File: config.mk
export PLATFORM = sky130hd
export DESIGN_NAME = cam_capture_rgb332
export DESIGN_NICKNAME = d
export VERILOG_FILES = /design/src/rtl/cam_pkg.sv /design/src/rtl/rgb565_to_rgb332.sv /design/src/rtl/cam_capture_rgb332.sv
export SDC_FILE = /design/constraint.sdc
export NUM_CORES = 1
export LEC_CHECK = 0
export BUFFER_PORTS_ARGS = -buffer_cell sky130_fd_sc_hd__buf_2
export CORE_AREA = 5 5 120 122
export CTS_CLUSTER_SIZE = 8
export DETAILED_ROUTE_END_ITERATION = 12
export DIE_AREA = 0 0 125 127
export SKIP_CTS_REPAIR_TIMING = 1
export SLEW_MARGIN = 5
export SYNTH_ARGS = -nofsm -noshare
export SYNTH_HDL_FRONTEND = slang
export SYNTH_SLANG_ARGS = --single-unit
File: constraint.sdc
create_clock -name clk -period 3 [get_ports clk]
set_input_delay 0.6 -clock clk [delete_from_list [all_inputs] [get_ports clk]]
set_output_delay 0.6 -clock clk [all_outputs]
set_load 0.02 [all_outputs]
File: src/rtl/cam_pkg.sv
// Shared definitions for the camera capture path: default geometry,
// RGB332 colour constants and the capture FSM state encoding.
package cam_pkg;

  localparam int CAM_SCREEN_X_DEF = 160;
  localparam int CAM_SCREEN_Y_DEF = 120;
  localparam int AW_DEF           = 15;
  localparam int DW_DEF           = 8;

  localparam logic [7:0] RED_VGA   = 8'hE0;
  localparam logic [7:0] GREEN_VGA = 8'h1C;
  localparam logic [7:0] BLUE_VGA  = 8'h03;

  typedef enum logic [1:0] {
    S_WAIT_VS_HI = 2'd0,
    S_WAIT_VS_LO = 2'd1,
    S_CAPTURE    = 2'd2
  } cam_state_t;

endpackage

File: src/rtl/rgb565_to_rgb332.sv
// Combinational RGB565 -> RGB332 reduction by truncation (top bits of
// each channel kept, no rounding).
module rgb565_to_rgb332 (
  input  logic [15:0] rgb565,
  output logic [7:0]  rgb332
);

  // R = [15:11], G = [10:5], B = [4:0]; keep the MSBs of each channel.
  assign rgb332 = {rgb565[15:13], rgb565[10:8], rgb565[4:3]};

endmodule

File: src/rtl/cam_capture_rgb332.sv
// Camera byte-stream capture: frames on VSYNC/HREF, pairs bytes into RGB565,
// converts to RGB332 and writes one pixel per strobe into the frame buffer.
module cam_capture_rgb332
  import cam_pkg::*;
#(
  parameter int CAM_SCREEN_X = CAM_SCREEN_X_DEF,
  parameter int CAM_SCREEN_Y = CAM_SCREEN_Y_DEF,
  parameter int AW           = AW_DEF,
  parameter int DW           = DW_DEF
) (
  input  logic          clk,
  input  logic          rst,
  input  logic          cam_vsync,
  input  logic          cam_href,
  input  logic [7:0]    cam_data,
  output logic [AW-1:0] mem_addr,
  output logic [DW-1:0] mem_data,
  output logic          mem_we,
  output logic          frame_done,
  output logic          overrun
);

  localparam int CW = $clog2(CAM_SCREEN_X + 1);
  localparam int RW = $clog2(CAM_SCREEN_Y + 1);
  localparam logic [CW-1:0] COL_MAX     = CW'(CAM_SCREEN_X);
  localparam logic [RW-1:0] ROW_MAX     = RW'(CAM_SCREEN_Y);
  localparam logic [AW-1:0] LINE_STRIDE = AW'(CAM_SCREEN_X);

  cam_state_t    state_reg, state_next;
  logic          start_capture, end_frame;

  logic [RW-1:0] row_reg;
  logic [CW-1:0] col_reg;
  logic          phase_reg;
  logic [7:0]    hi_reg;
  logic          href_d_reg;

  logic          pix_vld_reg;
  logic [15:0]   pix_reg;
  logic [AW-1:0] pix_addr_reg;
  logic [7:0]    pix_rgb332;

  logic [AW-1:0] mem_addr_reg;
  logic [DW-1:0] mem_data_reg;
  logic          mem_we_reg;
  logic          frame_done_reg;
  logic          overrun_reg;

  logic          in_capture, href_fall, in_bounds;
  logic [AW-1:0] pix_addr_next;

  always_ff @(posedge clk) begin
    if (rst) begin
      state_reg <= S_WAIT_VS_HI;
    end else begin
      state_reg <= state_next;
    end
  end

  always_comb begin
    state_next    = state_reg;
    start_capture = 1'b0;
    end_frame     = 1'b0;
    case (state_reg)
      S_WAIT_VS_HI: begin
        if (cam_vsync) state_next = S_WAIT_VS_LO;
      end
      S_WAIT_VS_LO: begin
        if (!cam_vsync) begin
          state_next    = S_CAPTURE;
          start_capture = 1'b1;
        end
      end
      S_CAPTURE: begin
        if (cam_vsync) begin
          state_next = S_WAIT_VS_LO;
          end_frame  = 1'b1;
        end
      end
      default: state_next = S_WAIT_VS_HI;
    endcase
  end

  assign in_capture    = (state_reg == S_CAPTURE);
  assign href_fall     = in_capture && href_d_reg && !cam_href;
  assign in_bounds     = (col_reg < COL_MAX) && (row_reg < ROW_MAX);
  assign pix_addr_next = AW'(row_reg) * LINE_STRIDE + AW'(col_reg);

  // Pixel is assembled at the second byte, converted and written one edge later.
  always_ff @(posedge clk) begin
    if (rst) begin
      row_reg        <= '0;
      col_reg        <= '0;
      phase_reg      <= 1'b0;
      hi_reg         <= '0;
      href_d_reg     <= 1'b0;
      pix_vld_reg    <= 1'b0;
      pix_reg        <= '0;
      pix_addr_reg   <= '0;
      mem_addr_reg   <= '0;
      mem_data_reg   <= '0;
      mem_we_reg     <= 1'b0;
      frame_done_reg <= 1'b0;
      overrun_reg    <= 1'b0;
    end else begin
      href_d_reg  <= cam_href;
      pix_vld_reg <= 1'b0;
      if (start_capture) begin
        row_reg   <= '0;
        col_reg   <= '0;
        phase_reg <= 1'b0;
      end else if (in_capture) begin
        if (href_fall) begin
          // Line end; an unpaired trailing byte is dropped with the phase reset.
          if (row_reg < ROW_MAX) row_reg <= row_reg + 1'b1;
          col_reg   <= '0;
          phase_reg <= 1'b0;
        end else if (cam_href) begin
          phase_reg <= ~phase_reg;
          if (!phase_reg) begin
            hi_reg <= cam_data;
          end else begin
            pix_reg      <= {hi_reg, cam_data};
            pix_addr_reg <= pix_addr_next;
            if (in_bounds) pix_vld_reg <= 1'b1;
            else           overrun_reg <= 1'b1;
            if (col_reg < COL_MAX) col_reg <= col_reg + 1'b1;
          end
        end
      end

      mem_we_reg     <= pix_vld_reg;
      frame_done_reg <= end_frame;
      if (pix_vld_reg) begin
        mem_addr_reg <= pix_addr_reg;
        mem_data_reg <= DW'(pix_rgb332);
      end
    end
  end

  rgb565_to_rgb332 u_conv (
    .rgb565 (pix_reg),
    .rgb332 (pix_rgb332)
  );

  assign mem_addr   = mem_addr_reg;
  assign mem_data   = mem_data_reg;
  assign mem_we     = mem_we_reg;
  assign frame_done = frame_done_reg;
  assign overrun    = overrun_reg;

endmodule
==> results of run 1 <==
cells by family (layout without fill, tap and decap cells):
logic type	after synthesis	after routing
and+or+nand+nor	141	141
buffers and inverters	24	66
adders and majority gates	17	17
AOI/OAI and AO/OA	54	54
xor gates and xnor gates	15	15
muxes	29	29
DFF	75	75
area by class of cell:
class | count | area [um^2]
tap | 176 | 220
clock buffer | 14 | 254
sequential | 75 | 1500
inverter | 8 | 30.0
fill | 1343 | 9180
timing repair buffer | 42 | 223
clock inverter | 2 | 35.0
multi-input combinational | 256 | 1640
where the power goes:
| part | switching (W) | internal [W] | leakage [nW] |
|---|---|---|---|
| sequential | 0.00000274 | 0.00100 | 0.605 |
| combinational | 0.0000261 | 0.0000139 | 0.715 |
| clock | 0.000376 | 0.000666 | 0.141 |
| total | 0.000405 | 0.00168 | 1.46 |
layer usage:
metal	vias to the layer above	GRT usage	routed length (um)
li1	1298	-	-
met1	1107	0.102	2990
met2	36	0.133	2900
met3	9	0.0305	284
met4	0	0.0402	128
met5	-	0	0
cell usage in the layout (no fill, tap or decap), drive strengths merged, types with 2 or more instances in the layout:
cell,n
and3,5
clkbuf,14
nand2b,5
nand3,6
nor2b,7
o21ai,9
a211oi,5
xor2,6
a311oi,2
nand4,4
nand2,41
dfxtp,75
xnor2,9
nor2,55
or2,2
fa,2
mux2i,29
a31oi,2
inv,8
ha,15
nor3,2
nor3b,3
or3,4
nand3b,2
a21oi,29
buf,42
stage by stage:
| stage | instances | hold slack (ps) | instance area (um^2) |
|---|---|---|---|
| 2_1_floorplan | 355 | 431 | 3230 |
| 4_1_cts | 573 | 453 | 3900 |
| 3_5_place_dp | 557 | 447 | 3610 |
| 5_1_grt | 573 | 476 | 3910 |
| 3_3_place_gp | 557 | 439 | 3610 |
| 6_report | 573 | 453 | 3910 |
worst min-delay path by stage:
stage	endpoint	slack (ps)	cells past startpoint
floorplan	pix_reg[10]$_SDFFE_PP0P_	430	2
global placement	pix_reg[10]$_SDFFE_PP0P_	440	2
detailed placement	pix_reg[9]$_SDFFE_PP0P_	450	2
CTS	pix_addr_reg[7]$_SDFFE_PP0P_	450	2
global route	pix_reg[8]$_SDFFE_PP0P_	480	2
finish	pix_reg[14]$_SDFFE_PP0P_	450	2
worst min-delay path: cells and delay by family, from the launching register on:
kind	cells	cell delay, ps
flip-flops	1	310
AO/OA/AOI/OAI	1	50
AND/OR/NAND/NOR	1	50
==> results.yml, run 1 <==
logic_synthesis:
  synthFlopType: "dfxtp_1"
  synthMostInstantiatedCell: "dfxtp_1"
  yosys_warnings: 0
  muxShareOfSynthArea: 0.0900
  synthCells: 355
  synth_cell_type_count: 42
  yosys.area_share.simple: 0.206
  ys_seq_elements: 75
  synth_nets: 384
  ys_top_cells_by_count: "dfxtp_1 (75), nor2_1 (55), nand2_1 (41)"
  synth_area_leader_cell: "dfxtp_1"
  syn_area_um2: 3230
  synth_top_family_by_area: "simple AND/OR/NAND/NOR gates"
  synthArstFlopShare: 0
  synth_edf_count: 0
  synth_seq_area_share: 0.465
  synth_compound_area_frac: 0.0997
  yosysTopAreaCellShare: 0.465
  yosys.area_share.xor_xnor: 0.0407
  synth_area_per_cell_um2: 9.09
  synthAdderAreaFrac: 0.0706
  synthTopCellsByArea: "dfxtp_1 (47%), mux2i_1 (9.0%), nor2_1 (6.4%), ha_1 (5.8%), nand2_1 (4.8%)"
sta:
  skew_ps: 3.32
  setup_tns_ps: 0
  drv_slew: 0
  hold_viol: 0
  fin_crit_sh: 0.958
  fin_ws_ps: 125
  max-slew-margin-rel: 0.452
  worst_pin_slew_ps: 823
  fin_crit_ps: 2870
  max_freq_mhz: 348
  finalSetupViolations: 0
global_route:
  grt.overflow.total: 0
  grt_pass1_wl_mm: 11.1
  antenna_found_initial: 0
  grt_start_max_net_pins: 59
  grt_pass1_vias: 2368
  grt_use_total: 0.0843
clocking:
  cts_made_buffers: 9
  h-tree-depth: 3
  clockBufferDepth: 2
  root_buffer: "clkbuf_16"
  clkTransAtPathRegs_ps: 50
  tritoncts: "yes"
  insertion_delay_ps: 330
  cts_sinks: 75
critical_path:
  reg2reg_from: "row_reg[1]$_SDFFE_PP0P_"
  cp_num_buf_inv: 1
  cp.depth: 9
  cpMaxStageDelayCell: "or4b_4"
  cp-endpoint: "pix_addr_reg[14]$_SDFFE_PP0P_"
  cp-end-kind: "register"
  critPathLaunch: "row_reg[1]$_SDFFE_PP0P_"
  r2r-end: "pix_addr_reg[14]$_SDFFE_PP0P_"
  crit_type: "reg -> reg"
  worstPathRequired_ps: 3240
  max_stage_delay_ps: 490
  cp-start-kind: "register"
  cp_max_fo: 6
  critPathMostFrequentCell: "ha_1"
  crit_family: "simple AND/OR/NAND/NOR gates"
  worstPathArrival_ps: 3110
  regToRegSetupSlack_ps: 130
  reg2reg_depth: 9
  path_cells: "ha_1 > ha_1 > inv_1 > fa_1 > xnor2_2 > nand3b_1 > or3_4 > or4b_4 > a311oi_2"
cells_and_area:
  syn_to_final_growth_pct: 21.1
  drive_gt1_frac: 0.154
  diodes: 0
  final_nets: 421
  finalCoreUtilization: 0.299
floorplanning:
  die_area_um2: 15900
  die_h_um: 127
  start_util: 0.247
  rows: 42
  chipWidth_um: 125
  ioPinCount: 38
  core_area_um2: 13100
detailed_routing:
  vias: 2450
  wl_mm: 6.31
  ant_nets: 0
  firstDrtPassIters: 4
  via_per_inst: 4.28
  drt_iter0_markers: 139
  drc: 0
  avgRoutedWirePerCell_um: 11.0
power_and_ir_drop:
  ir_drop_v: 0.000265
  p_leak_nw: 1.46
  power_density_nw_per_um2: 534
  p_total_w: 0.00209
run_status:
  status: "complete, no violations"
run:
  drv_cap: 0
placed_design:
  gp_congestion: 0.767
  dp_slack_ps: 103
  hpwl_mm: 4.44
  io_buffer_count: 37
min_path:
  hold_path_class: "reg -> reg"
  hp-start: "hi_reg[6]$_SDFFE_PP0P_"
No activity file was read; power rests on OpenSTA's default activity.
==> run 2, diff against run 1 <==
Settings changed: CORE_AREA 5 5 120 122 to 5 5 82 84, DIE_AREA 0 0 125 127 to 0 0 87 89, PLACE_DENSITY from default to 0.76.
==> results.yml, run 2 (same netlist as run 1, synthesis figures left out) <==
run_status:
  status: "complete, no violations"
critical_path:
  crit_type: "reg -> reg"
  worstPathRequired_ps: 3260
  cp-start-kind: "register"
  worstPathArrival_ps: 3140
  cp-end-kind: "register"
  cp_max_fo: 7
detailed_routing:
  wl_mm: 6.05
  vias: 2482
  drt_iter0_markers: 141
  firstDrtPassIters: 7
  ant_nets: 0
  avgRoutedWirePerCell_um: 12.8
  via_per_inst: 5.27
  drc: 0
cells_and_area:
  syn_to_final_growth_pct: 14.6
  diodes: 0
  layout_common_cells: "dfxtp_1 (75), nor2_1 (55), nand2_1 (41)"
  final_nets: 421
  drive_gt1_frac: 0.157
  multi_input_area_um2: 1630
  seq_area_um2: 1500
  layout_commonest_cell: "dfxtp_1"
  fillerInstances: 479
  finalCoreUtilization: 0.632
min_path:
  hold_path_class: "in -> reg"
floorplanning:
  ioPinCount: 38
  die_area_um2: 7740
  start_util: 0.551
  rows: 28
  die_h_um: 89
  chipWidth_um: 87
  core_area_um2: 5850
global_route:
  globalRouteMet2Util: 0.284
  grt-busiest-layer: "met2"
  grt_pass1_wl_mm: 10.5
  grt_start_max_net_pins: 59
  antenna_found_initial: 0
  grt.overflow.total: 0
  met1_usage: 0.213
  met3_usage: 0.0313
  grt_pass1_vias: 2418
  grt_use_total: 0.169
sta:
  max_freq_mhz: 347
  fin_crit_ps: 2880
  worst_pin_slew_ps: 894
  rsz0062_at_grt: "no"
  finalSetupViolations: 0
  setup_tns_ps: 0
  skew_ps: 7.67
  max-slew-margin-rel: 0.404
  hold_viol: 0
  drv_slew: 0
  fin_crit_sh: 0.961
power_and_ir_drop:
  p_leak_nw: 1.42
  power_density_nw_per_um2: 508
  ir_drop_v: 0.000243
clocking:
  insertion_delay_ps: 340
  clkTransAtPathRegs_ps: 70
  cts_sinks: 75
  h-tree-depth: 3
  clockBufferDepth: 2
  tritoncts: "yes"
  cts_made_buffers: 9
  root_buffer: "clkbuf_8"
run:
  drv_cap: 0
placed_design:
  hpwl_mm: 4.19
  io_buffer_count: 37
  gp_congestion: 0.806
## run 2: worst paths after layout
path	from	endpoint	slack, ps	cells after the start
worst max-delay path	row_reg[3]$_SDFFE_PP0P_	pix_addr_reg[14]$_SDFFE_PP0P_	120	8
worst min-delay path	cam_vsync	state_reg[1]$_SDFFE_PP0P_	450	2
worst max register to register	row_reg[3]$_SDFFE_PP0P_	pix_addr_reg[14]$_SDFFE_PP0P_	120	8
worst min register to register	pix_reg[15]$_SDFFE_PP0P_	pix_reg[15]$_SDFFE_PP0P_	460	2
## run 2: cell type report
class                      count  share of cell area
clock inverter                 5              0.0210
tap                           75              0.0254
sequential                    75               0.406
inverter                       8             0.00812
timing repair buffer          42              0.0602
clock buffer                  10              0.0372
multi-input combinational    256               0.442
## run 2: metal layers
metal / wire length [um] / vias up / part of all wire
li1: - / 1288 / -
met5: 0 / - / 0
met1: 3000 / 1146 / 0.50
met2: 2710 / 38 / 0.45
met4: 102 / 0 / 0.017
met3: 233 / 10 / 0.039
## run 2: where the power goes
group	internal [W]	switching (W)
sequential	0.000998	0.00000283
clock	0.000483	0.000352
combinational	0.0000139	0.0000262
## run 2: metrics by stage
stage	hold WS [ps]	setup WS [ps]	power, W	cells	instance area (um^2)
floorplan	431	270	0.00105	355	3230
global placement	440	184	0.00106	456	3480
detailed placement	443	133	0.00106	456	3480
CTS	442	123	0.00189	471	3700
global route	457	5.68	0.00194	471	3700
finish	449	118	0.00188	471	3700
## run 2: worst max-delay path, cell delays in order (launching register included)
cell,delay (ps)
dfxtp_1,450
ha_1,280
ha_1,210
inv_1,70
fa_1,440
nand3b_1,230
or3_4,400
or4b_4,480
a311oi_2,230
==> run 3, diff against run 2 <==
Settings changed: ABC_AREA from default to 1, CORE_AREA 5 5 82 84 to 5 5 83 85, CTS_CLUSTER_SIZE 8 to 20, DIE_AREA 0 0 87 89 to 0 0 88 90, PLACE_DENSITY 0.76 to 0.78.
==> results.yml, run 3 <==
critical_path:
  max_stage_delay_ps: 450
  reg2reg_depth: 12
  r2r-end: "pix_addr_reg[12]$_SDFFE_PP0P_"
  cp-end-kind: "register"
  cpMaxStageDelayCell: "fa_1"
  path_cells: "ha_1 > ha_1 > inv_1 > fa_1 > nor2_1 > nand3_1 > nor2_1 > nand2_1 > nand2_1 > nand3_1 > nand2_1 > inv_1"
  crit_type: "reg -> reg"
  reg2reg_from: "row_reg[3]$_SDFFE_PP0P_"
  regToRegSetupSlack_ps: 640
  worstPathArrival_ps: 2610
  cp-start-kind: "register"
  worstPathRequired_ps: 3250
  critPathMostFrequentCell: "nand2_1"
  cp_max_fo: 5
detailed_routing:
  wl_mm: 7.20
  firstDrtPassIters: 5
  vias: 3012
  avgRoutedWirePerCell_um: 12.5
  via_per_inst: 5.25
  drc: 0
  ant_nets: 0
  drt_iter0_markers: 147
floorplanning:
  core_area_um2: 6130
  start_util: 0.556
  chipWidth_um: 88
  ioPinCount: 38
  die_h_um: 90
  die_area_um2: 7920
  rows: 29
sta:
  max_freq_mhz: 424
  fin_crit_sh: 0.787
  drv_slew: 0
  fin_crit_ps: 2360
  hold_viol: 0
  skew_ps: 10.4
  finalSetupViolations: 0
  holdWs_ps: 457
  worst_pin_slew_ps: 488
  setup_tns_ps: 0
  max-slew-margin-rel: 0.673
  rsz0062_at_grt: "no"
logic_synthesis:
  syn_area_um2: 3410
  yosys_warnings: 0
  yosysTopAreaCellShare: 0.441
  synthFlopType: "dfxtp_1"
  synthArstFlopShare: 0
  synth_seq_area_share: 0.441
  synthMostInstantiatedCell: "nor2_1"
  synth_area_leader_cell: "dfxtp_1"
  ys_seq_elements: 75
  synthTopCellsByArea: "dfxtp_1 (44%), nor2_1 (9.1%), o21ai_0 (7.5%), nand2_1 (7.1%), a21oi_1 (5.9%)"
  synth_nets: 485
  synth_cell_type_count: 31
  ys_top_cells_by_count: "nor2_1 (83), dfxtp_1 (75), nand2_1 (64)"
  synth_area_per_cell_um2: 7.47
  synthCells: 456
  synth_edf_count: 0
global_route:
  grt_pass1_vias: 2744
  antenna_found_initial: 0
  grt_pass1_wl_mm: 12.3
  grt_use_total: 0.191
  grt_start_max_net_pins: 55
  grt.overflow.total: 0
clocking:
  h-tree-depth: 3
  insertion_delay_ps: 350
  clockBufferDepth: 2
  root_buffer: "clkbuf_8"
  cts_sinks: 75
  clkTransAtPathRegs_ps: 90
  cts_made_buffers: 9
  tritoncts: "yes"
power_and_ir_drop:
  power_density_nw_per_um2: 503
  ir_drop_v: 0.000519
  p_leak_nw: 1.88
cells_and_area:
  syn_to_final_growth_pct: 13.0
  finalCoreUtilization: 0.628
  final_area_um2: 3850
  diodes: 0
  layout_commonest_cell: "nor2_1"
  layout_common_cells: "nor2_1 (83), dfxtp_1 (75), nand2_1 (64)"
  final_nets: 521
  drive_gt1_frac: 0.135
min_path:
  whs_path_depth: 2
  hold_end: "pix_reg[4]$_SDFFE_PP0P_"
  hold_path_class: "reg -> reg"
  hp-start: "pix_reg[4]$_SDFFE_PP0P_"
run_status:
  status: "complete, no violations"
placed_design:
  place_area_um2: 3620
  io_buffer_count: 37
  hpwl_mm: 5.02
  gp_congestion: 0.830
run:
  drv_cap: 0
## run 3: how the worst max path moves through the flow
| stage | startpoint | endpoint | slack (ps) | cells past startpoint |
|---|---|---|---|---|
| floorplan | row_reg[1]$_SDFFE_PP0P_ | pix_addr_reg[14]$_SDFFE_PP0P_ | 890 | 11 |
| global placement | row_reg[1]$_SDFFE_PP0P_ | pix_addr_reg[12]$_SDFFE_PP0P_ | 790 | 12 |
| detailed placement | row_reg[3]$_SDFFE_PP0P_ | pix_addr_reg[12]$_SDFFE_PP0P_ | 680 | 12 |
| CTS | row_reg[3]$_SDFFE_PP0P_ | pix_addr_reg[12]$_SDFFE_PP0P_ | 660 | 12 |
| global route | row_reg[1]$_SDFFE_PP0P_ | pix_addr_reg[12]$_SDFFE_PP0P_ | 410 | 12 |
| finish | row_reg[3]$_SDFFE_PP0P_ | pix_addr_reg[12]$_SDFFE_PP0P_ | 640 | 12 |
## run 3: cell families (layout without fill, tap and decap cells)
group / count (synthesis) / in the layout / synth area share
XOR/XNOR: 6 / 6 / 0.0154
AND/OR/NAND/NOR: 191 / 191 / 0.241
adder cells (fa/ha/maj): 17 / 17 / 0.0668
flip-flops: 75 / 75 / 0.441
AO/OA/AOI/OAI: 101 / 101 / 0.154
buffers and inverters: 66 / 107 / 0.0830
## run 3: worst max-delay path, delay by kind of cell, from the launching register on
family        cells  cell delay (ps)
simple gates      7              810
fa+ha+maj         3              950
buf+inv           2              100
flops             1              410
## run 3: power breakdown
group | internal (W) | leakage (nW) | switching (W)
Clock | 0.000498 | 0.113 | 0.000390
Sequential | 0.00100 | 0.605 | 0.00000447
Combinational | 0.0000144 | 1.16 | 0.0000309
Total | 0.00151 | 1.88 | 0.000425
## run 3: layer usage
layer  GRT usage  vias up  part of all wire
met2       0.293       84              0.46
met4      0.0934        0             0.024
met3      0.0320       15             0.051
li1            -     1553                 -
met1       0.256     1360              0.46
met5           0        -                 0
## run 3: cell type report
cell class / instances / area [um^2]
timing repair buffer: 39 / 200
inverter: 52 / 198
clock inverter: 6 / 93.8
multi-input combinational: 315 / 1620
fill: 541 / 2280
sequential: 75 / 1500
clock buffer: 10 / 138
tap: 77 / 96.3
## run 3: metrics by stage
step                      cells  total power [W]  setup WS, ps
final                       574          0.00194           640
after global routing        574          0.00200           409
after detailed placement    558          0.00107           683
after CTS                   574          0.00196           664
after global placement      558          0.00107           786
after floorplan             456          0.00106           894
